## config.mk

```make
export PLATFORM = sky130hd
export DESIGN_NAME = sum_accum
export DESIGN_NICKNAME = d
export VERILOG_FILES = /design/src/rtl/sum_accum_pkg.sv /design/src/rtl/sum_accum.sv
export SDC_FILE = /design/constraint.sdc
export NUM_CORES = 1
export LEC_CHECK = 0
export CORE_ASPECT_RATIO = 1.4
export CORE_MARGIN = 2
export CORE_UTILIZATION = 40
export CTS_BUF_LIST = sky130_fd_sc_hd__clkbuf_4 sky130_fd_sc_hd__clkbuf_8
export DETAILED_ROUTE_END_ITERATION = 6
export PLACE_DENSITY = 0.71
export SYNTH_ARGS = -nofsm -noshare
export SYNTH_HDL_FRONTEND = slang
export SYNTH_SLANG_ARGS = --single-unit
```

## constraint.sdc

```tcl
create_clock -name clk -period 2.7 [get_ports clk]
set_input_delay 0.81 -clock clk [delete_from_list [all_inputs] [get_ports clk]]
set_output_delay 0.81 -clock clk [all_outputs]
set_load 0.01 [all_outputs]
```

## src/rtl/sum_accum_pkg.sv

```systemverilog
// Shared width configuration for the adder result stream and its consumers.
// The adder and sum_accum both derive their widths from here so they stay in step.
package sum_accum_pkg;

   localparam int CFG_DATA_W  = 8;
   localparam int CFG_IN_W    = CFG_DATA_W + 1;
   localparam int CFG_ACC_LEN = 16;

   // Total width needed to add acc_len values of in_w bits without wrapping.
   function automatic int acc_w(input int in_w, input int acc_len);
      return in_w + $clog2(acc_len);
   endfunction

   // Width needed to hold a sample count from 0 up to and including acc_len.
   function automatic int cnt_w(input int acc_len);
      return $clog2(acc_len + 1);
   endfunction

endpackage

```

## src/rtl/sum_accum.sv

```systemverilog
// sum_accum: accumulates ACC_LEN consecutive adder sums into one wide total and
// emits total plus sample count on a registered valid/ready output. A flush pulse
// closes a partial window early; a flush seen while stalled is held until the
// output can take a new emission.
module sum_accum
   import sum_accum_pkg::*;
#(
   parameter  int IN_W    = CFG_IN_W,
   parameter  int ACC_LEN = CFG_ACC_LEN,
   localparam int ACC_W   = acc_w(IN_W, ACC_LEN),
   localparam int CNT_W   = cnt_w(ACC_LEN)
) (
   input  logic             clk,
   input  logic             rst,
   input  logic [IN_W-1:0]  s_data,
   input  logic             s_valid,
   output logic             s_ready,
   input  logic             flush,
   output logic [ACC_W-1:0] m_data,
   output logic [CNT_W-1:0] m_cnt,
   output logic             m_valid,
   input  logic             m_ready
);

   // Window registers
   logic [ACC_W-1:0] acc_r;
   logic [CNT_W-1:0] cnt_r;
   // Flush request that arrived while the output was stalled
   logic             flush_pend_r;

   logic             accept_s;
   logic             last_s;
   logic             flush_req_s;
   logic             flush_go_s;
   logic             emit_s;
   logic [ACC_W-1:0] base_s;
   logic [ACC_W-1:0] total_s;
   logic [CNT_W-1:0] cnt_inc_s;

   // The output register is the only buffer: a new sample may enter whenever it is
   // empty or being drained this cycle.
   assign s_ready = !m_valid || m_ready;

   // Window arithmetic and emission decision for the current cycle.
   always_comb begin
      accept_s = s_valid && s_ready;
      // A fresh window starts from zero rather than the stale acc_r contents.
      if (cnt_r == {CNT_W{1'b0}}) begin
         base_s = {ACC_W{1'b0}};
      end else begin
         base_s = acc_r;
      end
      if (accept_s) begin
         total_s   = base_s + ACC_W'(s_data);
         cnt_inc_s = cnt_r + CNT_W'(1);
      end else begin
         total_s   = base_s;
         cnt_inc_s = cnt_r;
      end
      last_s      = accept_s && (cnt_r == CNT_W'(ACC_LEN - 1));
      flush_req_s = flush || flush_pend_r;
      // A flush coinciding with the completing sample is just the normal emission.
      flush_go_s  = flush_req_s && s_ready && (cnt_inc_s != {CNT_W{1'b0}}) && !last_s;
      emit_s      = last_s || flush_go_s;
   end

   // Window group: running sum and sample count.
   always_ff @(posedge clk) begin
      if (rst) begin
         acc_r <= {ACC_W{1'b0}};
         cnt_r <= {CNT_W{1'b0}};
      end else if (emit_s) begin
         acc_r <= total_s;
         cnt_r <= {CNT_W{1'b0}};
      end else if (accept_s) begin
         acc_r <= total_s;
         cnt_r <= cnt_inc_s;
      end else begin
         acc_r <= acc_r;
         cnt_r <= cnt_r;
      end
   end

   // Output group: load on emission, otherwise hold until drained.
   always_ff @(posedge clk) begin
      if (rst) begin
         m_data  <= {ACC_W{1'b0}};
         m_cnt   <= {CNT_W{1'b0}};
         m_valid <= 1'b0;
      end else if (emit_s) begin
         m_data  <= total_s;
         m_cnt   <= cnt_inc_s;
         m_valid <= 1'b1;
      end else if (m_valid && m_ready) begin
         m_valid <= 1'b0;
      end else begin
         m_valid <= m_valid;
      end
   end

   // Pending flush: remembered while stalled, consumed on the first cycle the
   // output can accept (executed, absorbed by a full emission, or dropped if empty).
   always_ff @(posedge clk) begin
      if (rst) begin
         flush_pend_r <= 1'b0;
      end else if (flush_req_s && !s_ready) begin
         flush_pend_r <= 1'b1;
      end else if (flush_req_s) begin
         flush_pend_r <= 1'b0;
      end else begin
         flush_pend_r <= flush_pend_r;
      end
   end

endmodule

```

Yosys cells after proc, flatten, opt, wreduce, memory -nomap -nowiden
Cells that the tools add are included.
W data, S select, Z words.

word-level totals
  output and inout port bits = 20
  input bits = 14
  register bits after elaboration = 38

operators by class
  multiplexer cells = 9
  reduce and logical (&&, ||, !) cells = 19
  $add $sub $neg = 2
  equal/unequal tests = 1

operators by type and width
  kind                   count
  $mux W13               4
  $add A13 B9 Y13        1
  $logic_and A1 B1 Y1    7
  $reduce_bool A2 Y1     3
  $add A5 B1 Y5 const B  1
  $eq A5 B4 Y1 const B   1
  $logic_not A5 Y1       1
  $mux W5                1
  $reduce_bool A5 Y1     1
  $mux W1                4
  $logic_not A1 Y1       3
  $logic_or A1 B1 Y1     3
  $reduce_or A2 Y1       1

Depth between registers and ports, before layout
Gate-level depths: netlist of run 1.

  depth after elaboration = 9
  depth in mapped cells = 12
  depth with buffers taken out = 12

Worst setup path before layout of run 1
Ideal clock, no wire load.

  path kind = register -> register
  start = register cnt_r[0]
  end = register acc_r[12]
  path slack = -0.194 ns
  cell stages (with the launch flop) = 13
  path buffers = 1
  period minus slack after synthesis = 2.894 ns
  arrival = 2.820 ns
  cell sequence = dfxtp_1 -> inv_1 -> ha_1 -> and3_1 -> clkbuf_1 -> nor2b_1 -> ha_1 -> and3_1 -> a2111oi_2 -> o21a_1 -> or3_4 -> or4_1 -> a31oi_1

between the ends
  longest elaborated chain between the ends = 7
  elaborated cells on any way between the ends = 16
  those cells by class = add/sub (2); eq/ne (1); mux (5); reduce/logical (8)

RTL lines
  what                                                     line             text
  start: declaration                                       sum_accum.sv:27  logic [CNT_W-1:0] cnt_r;
  start signal: assignment                                 sum_accum.sv:71  cnt_r <= {CNT_W{1'b0}};
  start signal: assignment                                 sum_accum.sv:74  cnt_r <= {CNT_W{1'b0}};
  start signal: assignment                                 sum_accum.sv:77  cnt_r <= cnt_inc_s;
  branches (longest 7 deep; another with $add A13 B9 Y13)  n/a
  end signal: assignment                                   sum_accum.sv:70  acc_r <= {ACC_W{1'b0}};
  end signal: assignment                                   sum_accum.sv:73  acc_r <= total_s;
  end signal: assignment                                   sum_accum.sv:76  acc_r <= total_s;
  end: declaration                                         sum_accum.sv:26  logic [ACC_W-1:0] acc_r;

Several ways; the timed one is not identified. The select of a mux whose other input is x is not followed.
A chain may end at the register's enable or synchronous reset.

Worst setup path in the final report of run 1
  start = input s_data[5]
  end = register acc_r[12]

between the ends
  longest elaborated chain between the ends = 4

RTL lines
  what                    line             text
  start: declaration      sum_accum.sv:15  input logic [IN_W-1:0] s_data,
  $add A13 B9 Y13 *       sum_accum.sv:54  total_s = base_s + ACC_W'(s_data);
  $mux W13 *              sum_accum.sv:53  if (accept_s) begin
  $mux W13                sum_accum.sv:75  end else if (accept_s) begin
  $mux W13 *              sum_accum.sv:72  end else if (emit_s) begin
  end signal: assignment  sum_accum.sv:73
  end signal: assignment  sum_accum.sv:76
  end signal: assignment  sum_accum.sv:79  acc_r <= acc_r;

Every way passes the cells marked *; elsewhere a longest branch is shown, timed or not. The select of a mux whose other input is x is not followed.

==> results of run 1 <==
## routing by layer
metal	vias up	part of all wire
li1	1052	-
met3	7	0.037
met5	-	0
met4	0	0.014
met1	976	0.40
met2	48	0.55
## flip-flops by register name (all words and copies together), names as in the netlist
| register | count |
|---|---|
| acc_r | 13 |
| m_data | 13 |
| cnt_r | 5 |
| m_cnt | 5 |
| flush_pend_r | 1 |
| m_valid | 1 |
## timing repair
item / in CTS / in global routing
resized for setup: 18 / 15
setup endpoints to repair: 12 / 13
pin swaps: 17 / 15
setup buffers: 7 / 5
## cell families (layout without fill, tap and decap cells)
| logic type | count (synthesis) | count (layout) | share of synthesized area |
|---|---|---|---|
| flip-flops | 38 | 38 | 0.374 |
| buffers and inverters | 14 | 104 | 0.0289 |
| AND/OR/NAND/NOR | 94 | 94 | 0.229 |
| multiplexers | 2 | 2 | 0.00983 |
| XOR/XNOR | 12 | 12 | 0.0516 |
| adder cells (fa/ha/maj) | 13 | 13 | 0.0836 |
| AO/OA/AOI/OAI | 72 | 72 | 0.224 |
## metrics by stage
stage	hold slack (ps)	worst slack [ps]
3_3_place_gp	434	-537
2_1_floorplan	427	15.4
6_report	443	-52.8
3_5_place_dp	437	-545
5_1_grt	467	-123
4_1_cts	448	-114
## tightest hold or removal path, stage by stage (launching register included)
cell and delay [ps]:
dfxtp_1 310, nand2_1 50, o21ai_1 50
## layout make-up
class,instances,area [um2]
clock buffer,6,82.6
clock inverter,2,12.5
fill,428,1770
inverter,5,20.0
multi-input combinational,193,1360
sequential,38,763
tap,64,80.1
timing repair buffer,91,790
## cells in the final DEF, fill, tap and decap left out, types with 3 or more instances in the layout
| cell | instances |
|---|---|
| nand2_1 | 38 |
| a21oi_1 | 16 |
| nand3_1 | 6 |
| nor2b_1 | 7 |
| buf_4 | 54 |
| buf_6 | 3 |
| xor2_1 | 5 |
| clkdlybuf4s50_1 | 30 |
| and3_4 | 3 |
| nor2b_2 | 4 |
| clkbuf_8 | 6 |
| ha_1 | 8 |
| a31oi_1 | 4 |
| dfxtp_1 | 36 |
| o21ai_1 | 18 |
| nor2b_4 | 3 |
| xnor2_1 | 7 |
| and2_1 | 4 |
| a22oi_1 | 6 |
| nor2_1 | 16 |
| ha_4 | 4 |
| a21o_1 | 6 |
| nand3b_1 | 3 |
## final timing paths
| path | start | to |
|---|---|---|
| worst min-delay path | m_cnt[3] | m_cnt[3] |
| worst max register to register | cnt_r[1] | acc_r[12] |
| worst min register to register | m_cnt[3] | m_cnt[3] |
| worst max-delay path | s_data[5] | acc_r[12] |
## power by group through the flow
stage / combinational, mW / clock, mW / sequential [mW]
finish: 0.640 / 0.416 / 0.630
global route: 0.695 / 0.456 / 0.637
CTS: 0.584 / 0.426 / 0.630
detailed placement: 0.534 / 0 / 0.642
global placement: 0.529 / 0 / 0.639
floorplan: 0.286 / 0 / 0.651
==> results.toml, run 1 <==
[synth]
ys_types = 43
synth_top_area_share = 0.374
yosys_warnings = 0
ys_top_cells_by_area = "dfxtp_1 37%, ha_1 7.4%, nand2_1 7.0%, o21ai_1 4.4%, a21oi_1 4.2%"
synth_area_leader_cell = "dfxtp_1"
syn-num-nets = 272
synth_area_mm2 = 0.00204
synth_edf_count = 0
synth-seq-area-share = 0.374
ys.flop_type = "dfxtp_1"
synth_commonest_cells = "38 x dfxtp_1, 38 x nand2_1, 18 x o21ai_1"
ys_ff_latch = 38
postSynthCellCount = 245
avgSynthCellArea_um2 = 8.31
async_flop_share = 0

[clock_network]
cts_tree = "yes"
htreeDepth = 2
ctsHoldBuffers = 0
clk_pin_slew_ps = 80
cts_sinks = 38
cts-root-buf = "clkbuf_8"
cts_buffers = 5
cts_buffer_depth = 2
clock_latency_ps = 300

[floorplan]
dieArea_mm2 = 0.00568
core_mm2 = 0.00488
io_pins = 34
rows = 30
die_y_um = 88.4
start_util = 0.417
die_x_um = 64.3

[power_and_ir_drop]
p_total_mw = 1.69
pwr-share-clk = 0.246
switchingPower_mw = 0.547
cellPowerDensity_mw_per_mm2 = 543
power.leakage_nw = 1.25
switching_share = 0.324
max-vdd-ir-drop_mv = 0.311
p_int_mw = 1.14
p_comb_frac = 0.380
seqPwrFrac = 0.374

[cells_and_area]
drive_gt1_frac = 0.284
n_antenna_cell = 0
nNetsFinal = 361
final_cells = 399
utilization = 0.636
final_cell_area_mm2 = 0.00311
area_growth_pct = 52.6

[setup_path]
max_stage_delay_ps = 470
path_cells = "clkdlybuf4s50_1 > ha_4 > and3_4 > a2111oi_4 > o21a_1 > or3_4 > or4_1 > a31oi_1"
cp_max_fo = 4
critical_path.slowest_cell = "clkdlybuf4s50_1"
ff2ff_path_depth = 12
worst-path-stages = 8
crit_type = "input pin to register"
cp-start-kind = "input pin"
cp_num_buf_inv = 1
endpoint_kind = "register"
path_delay_family = "simple AND/OR/NAND/NOR gates"
r2r_slack_ps = -10
cp.arrival_ps = 2970
cp.required_ps = 2920

[route]
route.detailed.drc = 0
first_pass_iters = 4
drtAntennaViolNets = 0
vias_per_cell = 5.22
wl_per_cell_um = 13.6
vias = 2083
drt_iter0_markers = 85
routed_wl_um = 5430

[run]
maxCapViolCount = 0

[timing]
post-route-period-util = 1.02
fin_skew_ps = 8.30
slew_headroom = 0.748
drv_slew = 0
final.setup.tns_ps = -52.8
worst_slack_ps = -52.8
finalSetupViolCount = 1
worstMarginPinSlew_ps = 374
hold_viol = 0
rsz0062_at_grt = "yes"
period_needed_ps = 2750
max_freq_mhz = 363

[global_route]
met1_usage = 0.214
met2_usage = 0.382
grt_max_degree = 17
grt_pass1_wl_um = 8720
grt_antenna_before_repair = 0
grt_util_all_layers = 0.199
grt_util_met3 = 0.0382
grt_overflow = 0
grt_pass1_vias = 1982
busiest_layer = "met2"

[placement]
gp_congestion = 0.857
place_inst = 380
portBuffers = 33
postPlaceCellArea_mm2 = 0.00278
dp_hpwl_um = 3780

[min_path]
hold_depth = 2
hold_path_class = "register to register"

[status]
violations = "setup timing"
outcome = "complete, but fails checks"
(Power assumes the default switching activity.)
==> run 2: changes to the inputs <==
Settings changed: CORE_MARGIN 2 to not set, GPL_TIMING_DRIVEN set to 0, PLACE_DENSITY 0.71 to 0.74.
==> results.toml, run 2 (synthesis results as in run 1) <==
[status]
outcome = "complete, but fails checks"
violations = "setup timing"

[setup_path]
cp.arrival_ps = 3030
cp.required_ps = 2920
ff2ff_path_depth = 12
endpoint_kind = "register"
crit_type = "register to register"
cp_max_fo = 6
cp-start-kind = "register"

[route]
vias_per_cell = 5.33
route.detailed.drc = 0
first_pass_iters = 4
wl_per_cell_um = 14.2
drtAntennaViolNets = 0
vias = 1973
routed_wl_um = 5240
drt_iter0_markers = 72

[timing]
period_needed_ps = 2810
slew_headroom = 0.607
finalSetupViolCount = 6
worstMarginPinSlew_ps = 586
fin_skew_ps = 3.03
drv_slew = 0
final.setup.tns_ps = -234
hold_ws_ps = 447
post-route-period-util = 1.04
max_freq_mhz = 356
hold_viol = 0
worst_slack_ps = -109
rsz0062_at_grt = "yes"

[cells_and_area]
reg.largest.list = "acc_r (13), m_data (13)"
drive_gt1_frac = 0.225
regArea_um2 = 767
nNetsFinal = 332
fillers = 418
final_cells = 370
final_common_cell = "nand2_1"
multiInputGateArea_mm2 = 0.00139
utilization = 0.594
area_growth_pct = 42.5
n_antenna_cell = 0
final_cell_mix = "38 x nand2_1, 35 x dfxtp_1, 29 x clkdlybuf4s50_1"

[clock_network]
clock_latency_ps = 290
cts_buffers = 5
cts_sinks = 38
cts-root-buf = "clkbuf_8"
cts_tree = "yes"
ctsHoldBuffers = 0
cts_buffer_depth = 2
htreeDepth = 2
clk_pin_slew_ps = 80

[global_route]
grt_max_degree = 13
grt_antenna_before_repair = 0
grt_pass1_vias = 1862
grt_util_all_layers = 0.195
grt_pass1_wl_um = 8200
grt_overflow = 0

[floorplan]
die_y_um = 86.4
rows = 30
start_util = 0.417
core_mm2 = 0.00488
io_pins = 34
dieArea_mm2 = 0.00538
die_x_um = 62.3

[min_path]
hold_path_class = "register to register"
hold_depth = 2

[power_and_ir_drop]
max-vdd-ir-drop_mv = 0.344
power.leakage_nw = 1.09
cellPowerDensity_mw_per_mm2 = 586
p_total_mw = 1.70

[run]
maxCapViolCount = 0

[placement]
dp_hpwl_um = 3460
place_inst = 341
gp_congestion = 0.819
portBuffers = 32
==> run 2: timing repair <==
action,CTS,global route
resized for setup,24,19
endpoints found under the setup margin,22,27
buffers inserted,10,11
pin swaps,16,20
==> run 2: worst max-delay path, cell delays in order, from the launching register on <==
cell	delay [ps]
dfxtp_2	330
inv_2	80
ha_4	140
and3_4	240
buf_8	130
nor2b_1	50
ha_1	330
and3_4	210
a2111oi_4	80
o21a_1	230
or3_4	340
or4_4	410
a31oi_1	160
==> run 2: report_power, final <==
part	internal (mW)	total, mW	switching [mW]	leakage (nW)
Clock	0.272	0.481	0.209	0.0579
Combinational	0.281	0.588	0.308	0.726
Sequential	0.607	0.631	0.0247	0.311
==> run 2: worst paths after layout <==
path / startpoint / to / slack (ps)
max: cnt_r[1] / acc_r[12] / -110
max reg2reg: cnt_r[1] / acc_r[12] / -110
min reg2reg: m_cnt[3] / m_cnt[3] / 450
min: m_cnt[3] / m_cnt[3] / 450
==> run 2: layout make-up <==
cell class / instances / share of cell area
repair buffers: 53 / 0.166
clock buffers: 5 / 0.0237
clock inverters: 3 / 0.0138
inverters: 5 / 0.00733
multi-input cells: 193 / 0.479
well taps: 64 / 0.0276
plain buffers: 9 / 0.0181
flip-flops and latches: 38 / 0.264
==> run 2: per-layer routing <==
layer	track usage	up-vias	share of wire	wire length [um]
met3	0.0316	9	0.027	144
met2	0.373	40	0.53	2760
li1	-	996	-	-
met1	0.206	928	0.43	2250
met4	0.0951	0	0.016	86
met5	0	-	0	0
==> run 2: stage by stage <==
stage / worst slack [ps] / instance area (um2)
2_1_floorplan: 15.4 / 2060
3_3_place_gp: -621 / 2460
3_5_place_dp: -635 / 2460
4_1_cts: -56.4 / 2730
5_1_grt: -214 / 2900
6_report: -109 / 2900
